### src/rtl/sr_bank_pkg.sv
// Shared definitions for the set/reset flip-flop bank: conflict modes and next-state rule.
package sr_bank_pkg;

  localparam int unsigned MODE_W       = 2;
  localparam int unsigned MODE_RST_DOM = 0;
  localparam int unsigned MODE_SET_DOM = 1;
  localparam int unsigned MODE_HOLD    = 2;
  localparam int unsigned MODE_TOGGLE  = 3;

  // Next value of one channel given its set/reset request, current value and s=r=1 policy.
  function automatic logic next_q(input logic s, input logic r, input logic q,
                                  input logic [MODE_W-1:0] mode);
    logic v;
    v = q;
    unique case ({s, r})
      2'b00: v = q;
      2'b01: v = 1'b0;
      2'b10: v = 1'b1;
      default: begin
        unique case (mode)
          MODE_W'(MODE_RST_DOM): v = 1'b0;
          MODE_W'(MODE_SET_DOM): v = 1'b1;
          MODE_W'(MODE_HOLD):    v = q;
          default:               v = ~q;
        endcase
      end
    endcase
    return v;
  endfunction

endpackage

### src/rtl/sr_ff_cell.sv
// One clocked set/reset channel with registered complement and change flag.
module sr_ff_cell
  import sr_bank_pkg::*;
(
  input  logic              clk,
  input  logic              rst,
  input  logic              en,
  input  logic              s,
  input  logic              r,
  input  logic              rst_val,
  input  logic [MODE_W-1:0] mode,
  output logic              q,
  output logic              q_bar,
  output logic              changed
);

  logic w_q_next;
  logic r_q;
  logic r_q_bar;
  logic r_changed;

  // Resolve the request against the current state.
  always_comb begin
    w_q_next = next_q(s, r, r_q, mode);
  end

  // Channel state; the complement is registered alongside so it never lags q.
  always_ff @(posedge clk) begin
    if (rst) begin
      r_q       <= rst_val;
      r_q_bar   <= ~rst_val;
      r_changed <= 1'b0;
    end else if (en) begin
      r_q       <= w_q_next;
      r_q_bar   <= ~w_q_next;
      r_changed <= w_q_next ^ r_q;
    end else begin
      r_changed <= 1'b0;
    end
  end

  assign q       = r_q;
  assign q_bar   = r_q_bar;
  assign changed = r_changed;

endmodule

### src/rtl/sr_ff_bank.sv
// Bank of independent clocked set/reset flip-flops with a shared conflict monitor.
module sr_ff_bank
  import sr_bank_pkg::*;
#(
  parameter int unsigned      WIDTH         = 8,
  parameter int unsigned      CONFLICT_MODE = 0,
  parameter logic [WIDTH-1:0] RESET_VALUE   = '0,
  parameter int unsigned      CNT_W         = 8
) (
  input  logic             clk,
  input  logic             rst,
  input  logic             en,
  input  logic [WIDTH-1:0] s,
  input  logic [WIDTH-1:0] r,
  input  logic             clr_conflict,
  output logic [WIDTH-1:0] q,
  output logic [WIDTH-1:0] q_bar,
  output logic [WIDTH-1:0] changed,
  output logic             conflict_sticky,
  output logic [CNT_W-1:0] conflict_cnt
);

  localparam logic [CNT_W-1:0]  CNT_MAX = '1;
  localparam logic [MODE_W-1:0] MODE    = MODE_W'(CONFLICT_MODE);

  logic             w_conflict;
  logic             r_sticky;
  logic [CNT_W-1:0] r_cnt;

  // One cell per channel.
  for (genvar g = 0; g < int'(WIDTH); g++) begin : g_cell
    sr_ff_cell u_cell (
      .clk     (clk),
      .rst     (rst),
      .en      (en),
      .s       (s[g]),
      .r       (r[g]),
      .rst_val (RESET_VALUE[g]),
      .mode    (MODE),
      .q       (q[g]),
      .q_bar   (q_bar[g]),
      .changed (changed[g])
    );
  end

  // A conflicting cycle is any enabled cycle where some channel sees s=r=1.
  always_comb begin
    w_conflict = en & (|(s & r));
  end

  // Sticky flag and saturating counter; a coincident clear is applied before counting.
  always_ff @(posedge clk) begin
    if (rst) begin
      r_sticky <= 1'b0;
      r_cnt    <= '0;
    end else if (en) begin
      if (clr_conflict) begin
        r_sticky <= w_conflict;
        r_cnt    <= CNT_W'(w_conflict);
      end else if (w_conflict) begin
        r_sticky <= 1'b1;
        if (r_cnt != CNT_MAX) begin
          r_cnt <= r_cnt + CNT_W'(1);
        end
      end
    end
  end

  assign conflict_sticky = r_sticky;
  assign conflict_cnt    = r_cnt;

endmodule
### config.mk
export PLATFORM = sky130hd
export DESIGN_NAME = sr_ff_bank
export DESIGN_NICKNAME = d
export VERILOG_FILES = /design/src/rtl/sr_bank_pkg.sv /design/src/rtl/sr_ff_cell.sv /design/src/rtl/sr_ff_bank.sv
export SDC_FILE = /design/constraint.sdc
export NUM_CORES = 1
export LEC_CHECK = 0
export ABC_AREA = 1
export CAP_MARGIN = 20
export CORE_MARGIN = 2
export CORE_UTILIZATION = 40
export DETAILED_ROUTE_END_ITERATION = 16
export PLACE_DENSITY = 0.7
export SLEW_MARGIN = 20
export SYNTH_ARGS = -nofsm -noshare
export SYNTH_HDL_FRONTEND = slang
export SYNTH_SLANG_ARGS = --single-unit
export TNS_END_PERCENT = 20
### constraint.sdc
create_clock -name clk -period 2.9 [get_ports clk]
set_clock_uncertainty 0.2 [all_clocks]
set_input_delay 0.29 -clock clk [delete_from_list [all_inputs] [get_ports clk]]
set_output_delay 0.29 -clock clk [all_outputs]
set_load 0.01 [all_outputs]
# Word-level counts from Yosys, hierarchy flattened

Index checks and enable logic that the tools add are counted.

Register bits: 33

Add/subtract/negate cells: 1
Equal/unequal tests: 9
Muxes and demuxes: 13
Bitwise logic cells: 19
Reductions and logical operators: 14

Operators with widths:

| kind                                                           | number |
|---|---|
| 8-bit 2-to-1 mux                                               | 3 |
| 2-bit equality test (second input constant)                    | 8 |
| 2-bit zero test                                                | 8 |
| 1-bit case mux with 2 select lines                             | 8 |
| 1-bit inverter                                                 | 9 |
| 8-bit by 1-bit adder with 8-bit output (second input constant) | 1 |
| 8-bit AND                                                      | 1 |
| 8-bit != test (second input constant)                          | 1 |
| 8-bit OR reduction                                             | 1 |
| 1-bit XOR                                                      | 8 |
| 2-bit nonzero test                                             | 2 |
| 3-bit AND reduction                                            | 1 |
| 1-bit 2-to-1 mux                                               | 2 |
| 2-bit AND reduction                                            | 1 |
| 2-bit OR reduction                                             | 1 |
| 1-bit AND                                                      | 1 |

# Longest topological paths before layout

Depth after elaboration: 5
Mapped depth: 9
Gate-level depth less buffers: 9

# By module

A second synthesis with hierarchy kept.

Cell total of the unflattened synthesis: 308
Area total of the unflattened synthesis: 2,120.8 µm²

Modules (own cells, without submodules):

| module     | times used | cells each | area an instance (µm²) |
|---|---|---|---|
| sr_ff_cell | 8          | 25         | 182.7 |
| sr_ff_bank | 1          | 108        | 659.4 |

# Least setup slack after synthesis

No wires, ideal clock.

Path type: register to register
From: reg r_cnt[0] (netlist: conflict_cnt[0])
To: reg r_cnt[6] (netlist: conflict_cnt[6])
Setup time: 117 ps
Data arrival time: 1,248 ps
Data required time: 2,583 ps
Setup slack: 1,334 ps
Cell stages (with the launch flop): 8
Clock period less this slack: 1,566 ps
Cell sequence: dfxtp_1 ha_1 nand2_2 nor3_1 nand2_1 nand2_1 a21boi_0 nor2_1

Word-level cells in the longest chain between the ends: 4

RTL lines:

| element                                | RTL line         | RTL |
|---|---|---|
| start, declared                        | sr_ff_bank.sv:28 | `logic [CNT_W-1:0] r_cnt;` |
| start signal, assigned                 | sr_ff_bank.sv:59 | `r_cnt <= CNT_W'(w_conflict);` |
| start signal, assigned                 | sr_ff_bank.sv:63 | `r_cnt <= r_cnt + CNT_W'(1);` |
| 8-bit by 1-bit adder with 8-bit output | sr_ff_bank.sv:63 |  |
| 8-bit 2-to-1 mux                       | sr_ff_bank.sv:62 | `if (r_cnt != CNT_MAX) begin` |
| 8-bit 2-to-1 mux                       | sr_ff_bank.sv:60 | `end else if (w_conflict) begin` |
| 8-bit 2-to-1 mux                       | sr_ff_bank.sv:57 | `if (clr_conflict) begin` |

Parallel ways exist; a longest one is shown, timed or not. The select of a mux whose other input is x is not followed.
A chain may end at the register's enable or synchronous reset.

# Worst setup path after layout

From: in rst
To: reg g_cell[1].u_cell.r_changed

Word-level cells in the longest chain between the ends: 1

RTL lines:

| element                      | RTL line         | RTL |
|---|---|---|
| start, declared              | sr_ff_bank.sv:11 | `input logic rst,` |
| 2-bit OR reduction (no line) | n/a              |  |
| end signal, assigned         | sr_ff_cell.sv:36 | `r_changed <= w_q_next ^ r_q;` |
| end, declared                | sr_ff_cell.sv:20 | `logic r_changed;` |

No other way between the ends.

==> flow_summary.yaml <==
run_status:
  run_status: "completed"
power_and_ir_drop:
  leakagePower_nw: 0.8683
  total_power_mw: 0.9941
  p_per_area_nw_per_um2: 461.7
  peakVddDrop_uv: 208.5
timing:
  setup_viol: 0
  tns_ns: 0
  finalMaxSlewViolations: 0
  fmax_mhz: 555.7
  max-slew-margin-rel_pct: 58.98
  setup_ws_ns: 1.101
  worst_slew_pin_slew_ns: 0.6134
  rsz0062_at_grt: "false"
  fin_crit_sh_pct: 62.05
  period_needed_ns: 1.799
  hold_violations: 0
cts:
  clockBufferDepth: 2
  clock-sinks: 33
  htree_levels: 2
  cts-root-buf: "clkbuf_8"
  path_clk_slew_ns: 0.07
  post_cts_resized: 0
  cts_tree: "yes"
  clk_latency_ns: 0.29
  cts_setup_buffers: 0
  ctsHoldBuffers: 0
  numCtsBuffers: 5
yosys:
  yosysTopAreaCellShare_pct: 38.68
  synth_area_leader_cell: "dfxtp_1"
  syn-num-nets: 266
  ys_ff_latch: 33
  ys_seq_area_share_pct: 38.68
  post_synth.cell_area_avg_sq_um: 6.971
  yosys-top-cells-area: "dfxtp_1 (39%), nand2_1 (13%), buf_4 (11%), nor2_1 (7.7%), a21oi_1 (6.2%)"
  synth_cells: 245
  synth_area_sq_um: 1708
  yosys_warnings: 0
  ys_types: 22
route:
  drcViolationCount: 0
  dr.pass1.iters: 4
  via_count: 1511
  first_iter_violations: 85
  drtAntennaViolNets: 0
  wl_per_cell_microns: 11.27
  vias_per_cell: 4.649
  detail_route.wirelength_mm: 3.662
job:
  drv_cap: 0
placed_design:
  gp_congestion: 0.8278
  dp_hpwl_mm: 2.651
  dp_slack_ns: 0.7937
  dpl_cell_area_sq_um: 2067
  portBuffers: 52
finish:
  ff_latch_area_sq_um: 660.6
  layout_common_cells: "nand2_1 (61), clkdlybuf4s50_1 (52), nor2_1 (35)"
  finalInstanceArea_sq_um: 2153
  nFillCells: 398
  drive_above_1_share_pct: 6.545
  area_delta_synth_final_pct: 26.08
  multi_input_area_sq_um: 740.7
  final_common_cell: "nand2_1"
  nets: 295
  num_antenna_cells: 0
critical_path:
  reg2reg_depth: 7
  critPathLaunchType: "primary input"
  crit_path_frequent_cell: "nor2_1"
  path_cells: "clkdlybuf4s50_1, nor2_1, o21ai_0, nor2_1"
  cp.required_ns: 2.93
  endpoint_kind: "register"
  cp_data_arrival_time_ns: 1.82
  worstSetupPathType: "primary input to register"
  slowest_delay_ns: 0.72
  crit_slowest_cell: "clkdlybuf4s50_1"
  path_max_fanout: 16
hold_path:
  hp-class: "register to register"
  whs_path_depth: 2
global_route:
  grt.overflow.total: 0
  antenna_found_initial: 0
  grt_pass1_wl_mm: 6.065
  grt_usage_pct: 15.36
  grt_max_degree: 19
  first_global_vias: 1346
die:
  die_x_microns: 69.35
  start_util_pct: 42.09
  ioPinCount: 53
  die_area_sq_um: 4809
  coreArea_sq_um: 4058
  die-height_microns: 69.35
  row_count: 23
==> cells in the mapped netlist <==
cell,number
nand2_1,61
ha_1,1
nand4_1,2
clkbuf_8,2
buf_2,1
dfxtp_1,33
nand3_1,11
a21oi_1,21
nor2_1,35
nand2_2,4
buf_4,25
clkbuf_1,3
or2_2,1
nor3_1,1
nor2_2,1
nor2_4,1
inv_1,20
a21boi_0,1
nand3_4,1
nand2_4,1
o21bai_1,4
o21ai_0,15
==> metal layers <==
layer  up-vias  share of wire, %  track usage, %
met5         -                 0               0
met4         0               1.3           5.229
met3         6               6.8           5.233
met2        37                46           25.11
met1       660                46           18.81
li1        808                 -               -
==> critical path, delay by kind of cell <==
family / cells / cell delay [ns]
simple gates: 2 / 0.64
buf+inv: 1 / 0.72
compound gates: 1 / 0.18
==> where the power goes <==
part           internal [mW]  switching, mW
Combinational         0.0823         0.0798
Clock                  0.165          0.177
Sequential             0.474         0.0154
Total                  0.722          0.273
==> final timing paths <==
path,start,end,slack [ns]
setup reg to reg,conflict_cnt[0]$_SDFFE_PP0P_,conflict_cnt[6]$_SDFFE_PP0P_,1.18
hold / removal,g_cell[3].u_cell.q_bar$_SDFFE_PP1P_,g_cell[3].u_cell.q_bar$_SDFFE_PP1P_,0.27
setup / recovery,rst,g_cell[1].u_cell.changed$_SDFF_PP0_,1.10
hold reg to reg,g_cell[3].u_cell.q_bar$_SDFFE_PP1P_,g_cell[3].u_cell.q_bar$_SDFFE_PP1P_,0.27
==> layout make-up <==
class	instances	area share (%)
multi-input combinational	161	34.40
sequential	33	30.68
timing repair buffer	53	24.52
inverter	20	3.486
clock buffer	5	3.196
tap	50	2.905
clock inverter	3	0.8135
==> logic make-up after synthesis <==
| group | Yosys count | synth area share (%) |
|---|---|---|
| flops | 33 | 38.68 |
| buf+inv | 51 | 17.95 |
| compound gates | 41 | 12.75 |
| simple gates | 119 | 29.89 |
| fa+ha+maj | 1 | 0.7325 |
==> flip-flops by register name, indices dropped and copies added (netlist names) <==
register               cells
conflict_cnt               8
g_cell.u_cell.changed      8
g_cell.u_cell.q            8
g_cell.u_cell.q_bar        8
conflict_sticky            1
==> through the flow <==
step	cells	hold slack, ns	utilization, %
6_report	325	0.2695	53.07
5_1_grt	325	0.2942	53.07
4_1_cts	325	0.2748	53.07
3_5_place_dp	317	0.2575	50.94
3_3_place_gp	317	0.2536	50.94
2_1_floorplan	245	0.2373	-
Note: power is estimated with default switching activity, not from simulation.
==> variant 1: new RTL, config.mk and constraints unchanged <==
The parameter `CONFLICT_MODE` goes from 0 to 1.
--- a/src/rtl/sr_ff_bank.sv
+++ b/src/rtl/sr_ff_bank.sv
@@ -4,5 +4,5 @@
 #(
   parameter int unsigned      WIDTH         = 8,
-  parameter int unsigned      CONFLICT_MODE = 0,
+  parameter int unsigned      CONFLICT_MODE = 1,
   parameter logic [WIDTH-1:0] RESET_VALUE   = '0,
   parameter int unsigned      CNT_W         = 8
Formal check against the unedited RTL: not equivalent (a bounded check fails within 4 cycles, from zero or initial values and one cycle with rst high).
==> variant 1 against the unedited design <==
Routed wire length decreased by 4.2%. Sequential cell count unchanged. Synthesized area decreased by 1.5%. Sequential share of layout area decreased by 0.19 points. Total power increased by 12%. Setup slack improved by 0.0093 ns. Design area increased by 0.64%. Largest cell class unchanged. Clock power increased by 28%.
==> variant 1: results (changes against the unedited design) <==
stage,metric,value,unit,change
status,status,"finished, final reports clean",,
global_routing,grt_start_max_net_pins,15,,-4
critical_path,cp_max_fo,6,,-10
power_and_ir_drop,p_leak,0.9001,nW,+3.7%
logic_synthesis,yosys-top-cells-count,"67 x nand2_1, 33 x dfxtp_1, 24 x buf_4",,
power_and_ir_drop,p_switching,0.2605,mW,-4.4%
clocking,cts_resized,0,,unchanged
logic_synthesis,synth_cells,236,,-3.7%
critical_path,path_delay_family,buffers and inverters,,
logic_synthesis,yosysSeqAreaShare,39.29,%,+0.60 points
global_routing,track_usage,15.29,%,-0.069 points
clocking,ctsHoldBuffers,0,,unchanged
logic_synthesis,async_flop_share,0,%,unchanged
routing,via_count,1513,,+0.13%
clocking,post-cts-setup-buffers,0,,unchanged
routing,drtIter0Drc,66,,-22%
layout,fillers,407,,+2.3%
critical_path,crit_slowest_cell,clkdlybuf4s50_1,,
power_and_ir_drop,ir_worst_vdd,0.0003266,V,+57%
sta,finalMaxSlewViolations,0,,unchanged
logic_synthesis,yosysWarnings,0,,unchanged
layout,n_antenna_cell,0,,unchanged
global_routing,grt_pass1_vias,1268,,-5.8%
sta,maxSlewHeadroom,76.69,%,+18 points
worst_hold_path,hp-class,register to register,,
logic_synthesis,synth_top_cells_by_area,"dfxtp_1 39%, nand2_1 15%, buf_4 11%",,
routing,drt-wirelength-per-cell,11.04,um,-2.0%
placement,place_area,2051,um2,-0.79%
logic_synthesis,synth_ff_type,dfxtp_1,,
placement,port_buffers,52,,unchanged
placement,dp_hpwl,2699,um,+1.8%
layout,drive_gt1_share,7.463,%,+0.92 points
clocking,clk_latency,0.28,ns,
clocking,cts_buffers,5,,unchanged
placement,dpl.cell_count,310,,-2.2%
global_routing,antenna_found_initial,0,,unchanged
clocking,clk_pin_slew,0.07,ns,about the same
logic_synthesis,yosysUniqueCellTypes,25,,+14%
routing,drtPass1Iterations,4,,unchanged
critical_path,crit_arrival,1.30,ns,-0.52 ns
placement,place_congestion,0.8118,,-1.9%
layout,layout.cells.non_filler,318,,-2.2%
clocking,cts-root-buf,clkbuf_8,,
critical_path,worst_path_largest_cell_delay,0.58,ns,-0.14 ns
critical_path,rrSetupSlack,1.25,ns,+0.07 ns
layout,nNetsFinal,288,,-2.4%
logic_synthesis,synth_fp_nets,257,,-3.4%
clocking,htree_levels,2,,unchanged
global_routing,grt_pass1_wl,5333,um,-12%
clocking,cts_buffer_depth,2,,unchanged
## variant 1: per-layer routing
| layer | GRT usage [%] | wire length, um | share of wire (%) |
|---|---|---|---|
| met2 | 23.92 | 1475 | 42 |
| met5 | 0 | 0 | 0 |
| met1 | 18.68 | 1667 | 47 |
| met4 | 7.843 | 71 | 2.0 |
| met3 | 5.032 | 295 | 8.4 |
## variant 1: final timing paths
| kind | startpoint | endpoint | cells past startpoint |
|---|---|---|---|
| worst max-delay path | conflict_cnt[3] | conflict_cnt[3] | 1 |
| worst min-delay path | g_cell[2].u_cell.q_bar | g_cell[2].u_cell.q_bar | 2 |
| worst max register to register | conflict_cnt[0] | conflict_cnt[0] | 8 |
| worst min register to register | g_cell[2].u_cell.q_bar | g_cell[2].u_cell.q_bar | 2 |
## variant 1: tightest hold or removal path: stages, from the launching register on
cell and delay (ns):
dfxtp_1 0.32, o21ai_0 0.08, nand2_1 0.05
## variant 1: power by group through the flow
stage | Clock, mW | Combinational [mW] | Sequential (mW)
3_5_place_dp | 0 | 0.176 | 0.508
4_1_cts | 0.448 | 0.177 | 0.499
3_3_place_gp | 0 | 0.175 | 0.508
6_report | 0.438 | 0.175 | 0.498
2_1_floorplan | 0 | 0.112 | 0.505
5_1_grt | 0.466 | 0.194 | 0.501
## variant 1: cell type report
type | instances | share of cell area (%)
flip-flops and latches | 33 | 30.48
well taps | 50 | 2.887
clock buffers | 7 | 3.984
repair buffers | 54 | 24.71
multi-input cells | 152 | 32.91
clock inverters | 1 | 1.386
inverters | 21 | 3.637
## variant 1: cells by family (layout without fill, tap and decap cells)
group / count (synthesis) / count (layout) / share of synthesized area [%]
XOR/XNOR: 1 / 1 / 0.5209
AO/OA/AOI/OAI: 46 / 46 / 15.25
flip-flops: 33 / 33 / 39.29
buffers and inverters: 51 / 83 / 18.30
adder cells (fa/ha/maj): 1 / 1 / 0.7439
AND/OR/NAND/NOR: 104 / 104 / 25.89
## variant 1: stage by stage
stage               hold WS (ns)  total power, mW  worst slack (ns)  utilization [%]
detailed placement        0.2600           0.6841            0.9601            50.90
global placement          0.2546           0.6829            0.9374            50.90
finish                    0.2769            1.111             1.110            53.79
global route              0.3008            1.162             1.041            53.79
floorplan                 0.2373           0.6173             1.362                -
CTS                       0.2788            1.124             1.095            53.79
==> variant 2: new RTL, same settings <==
Made on the original files. Add an input register stage for `en`, `s`, `r` and `clr_conflict`; this delays them by one clock. Comments in the files are not updated.
--- a/src/rtl/sr_ff_bank.sv
+++ b/src/rtl/sr_ff_bank.sv
@@ -24,4 +24,16 @@
   localparam logic [MODE_W-1:0] MODE    = MODE_W'(CONFLICT_MODE);
 
+  logic en_q;
+  logic [WIDTH-1:0] s_q;
+  logic [WIDTH-1:0] r_r;
+  logic clr_conflict_q;
+
+  always_ff @(posedge clk) begin
+    en_q           <= en;
+    s_q            <= s;
+    r_r            <= r;
+    clr_conflict_q <= clr_conflict;
+  end
+
   logic             w_conflict;
   logic             r_sticky;
@@ -33,7 +45,7 @@
       .clk     (clk),
       .rst     (rst),
-      .en      (en),
-      .s       (s[g]),
-      .r       (r[g]),
+      .en      (en_q),
+      .s       (s_q[g]),
+      .r       (r_r[g]),
       .rst_val (RESET_VALUE[g]),
       .mode    (MODE),
@@ -46,5 +58,5 @@
   // A conflicting cycle is any enabled cycle where some channel sees s=r=1.
   always_comb begin
-    w_conflict = en & (|(s & r));
+    w_conflict = en_q & (|(s_q & r_r));
   end
 
@@ -54,6 +66,6 @@
       r_sticky <= 1'b0;
       r_cnt    <= '0;
-    end else if (en) begin
-      if (clr_conflict) begin
+    end else if (en_q) begin
+      if (clr_conflict_q) begin
         r_sticky <= w_conflict;
         r_cnt    <= CNT_W'(w_conflict);
Formal check against the unedited RTL: not equivalent (Yosys sat finds a counterexample within 4 cycles, from zero or initial values and one cycle with rst high).
==> variant 2 against the unedited design <==
Synthesized area rose by 21%. Sequential cell count grew 18. Design area is 17% higher. Setup slack lost 0.13 ns. Final cell count is 12% higher. Core utilization fell by 2.9 points. Total power increased by 32%. Routed wire length is 7.1% higher. Global-route usage shrank 0.90 points. Die area grew 20%. Non-clock buffer count fell by 1. Combinational power is 6% lower. Via count increased by 6.5%. Register-to-register slack lost 0.21 ns. Largest cell class is now sequential cells. Highest routed layer unchanged.
==> variant 2: results (changes against the unedited design) <==
stage,metric,value,unit,change
routing,routed_wl,3923,um,+7.1%
logic_synthesis,synth_fp_nets,286,,+7.5%
routing,dr_wl_met3,257,um,+3.2%
power_and_ir_drop,powerSeq,0.761,mW,+56%
logic_synthesis,yosysUniqueCellTypes,26,,+18%
worst_hold_path,hold-path-cell-count,1,,-1
power_and_ir_drop,intPower,0.9826,mW,+36%
critical_path,crit_slowest_cell,dfxtp_1,,
layout,nNetsFinal,314,,+6.4%
routing,viasPerCell,4.420,,-4.9%
critical_path,rrSetupSlack,0.97,ns,-0.21 ns
global_routing,grt_pass1_vias,1470,,+9.2%
power_and_ir_drop,swShare,25.06,%,-2.4 points
layout,drive_gt1_share,6.463,%,-0.083 points
power_and_ir_drop,ir_worst_vdd,0.0001964,V,-5.8%
routing,wl_met1,1823,um,+7.9%
status,status,"finished, final reports clean",,
global_routing,track_usage,14.46,%,-0.90 points
logic_synthesis,synthXorXnorAreaFrac,0.4237,%,+0.42 points
sta,tightest_slew,0.7734,ns,+0.1599 ns
clocking,clk_pin_slew,0.09,ns,+0.02 ns
logic_synthesis,synth_compound_area_share,9.262,%,-3.5 points
clocking,clk_latency,0.31,ns,+0.02 ns
sta,whs,0.2162,ns,-0.05335 ns
placement,place_area,2439,um2,+18%
routing,drtIter0Drc,79,,-7.1%
logic_synthesis,yosys-top-cells-count,"67 x nand2_1, 51 x dfxtp_1, 39 x nor2_1",,
logic_synthesis,synth_top_cells_by_area,"dfxtp_1 49%, nand2_1 12%, buf_4 8.7%",,
power_and_ir_drop,clockPowerShare,30.3,%,-4.2 points
==> variant 2: cell count changes after synthesis, moves of 2 or more <==
| cell | before | now |
|---|---|---|
| dfxtp_1 | 33 | 51 |
| nand2_1 | 61 | 67 |
| a21oi_1 | 21 | 16 |
| nor2_1 | 35 | 39 |
| nand3_1 | 11 | 8 |
| nand2_2 | 4 | 2 |
| nor2_2 | 1 | 3 |
| o21bai_1 | 4 | 2 |
==> variant 2: per-stage QoR <==
step	instances	worst slack, ns
after floorplan	265	1.361
after global placement	356	0.7957
after detailed placement	356	0.7514
after CTS	364	0.9398
after global routing	364	0.7683
final	364	0.9713
==> variant 2: area by class of cell <==
cell class	count	area, um2
clock inverter	3	20.02
multi-input combinational	163	734.5
inverter	20	75.07
sequential	51	1021
fill	493	2515
clock buffer	5	68.82
timing repair buffer	52	520.5
tap	70	87.58
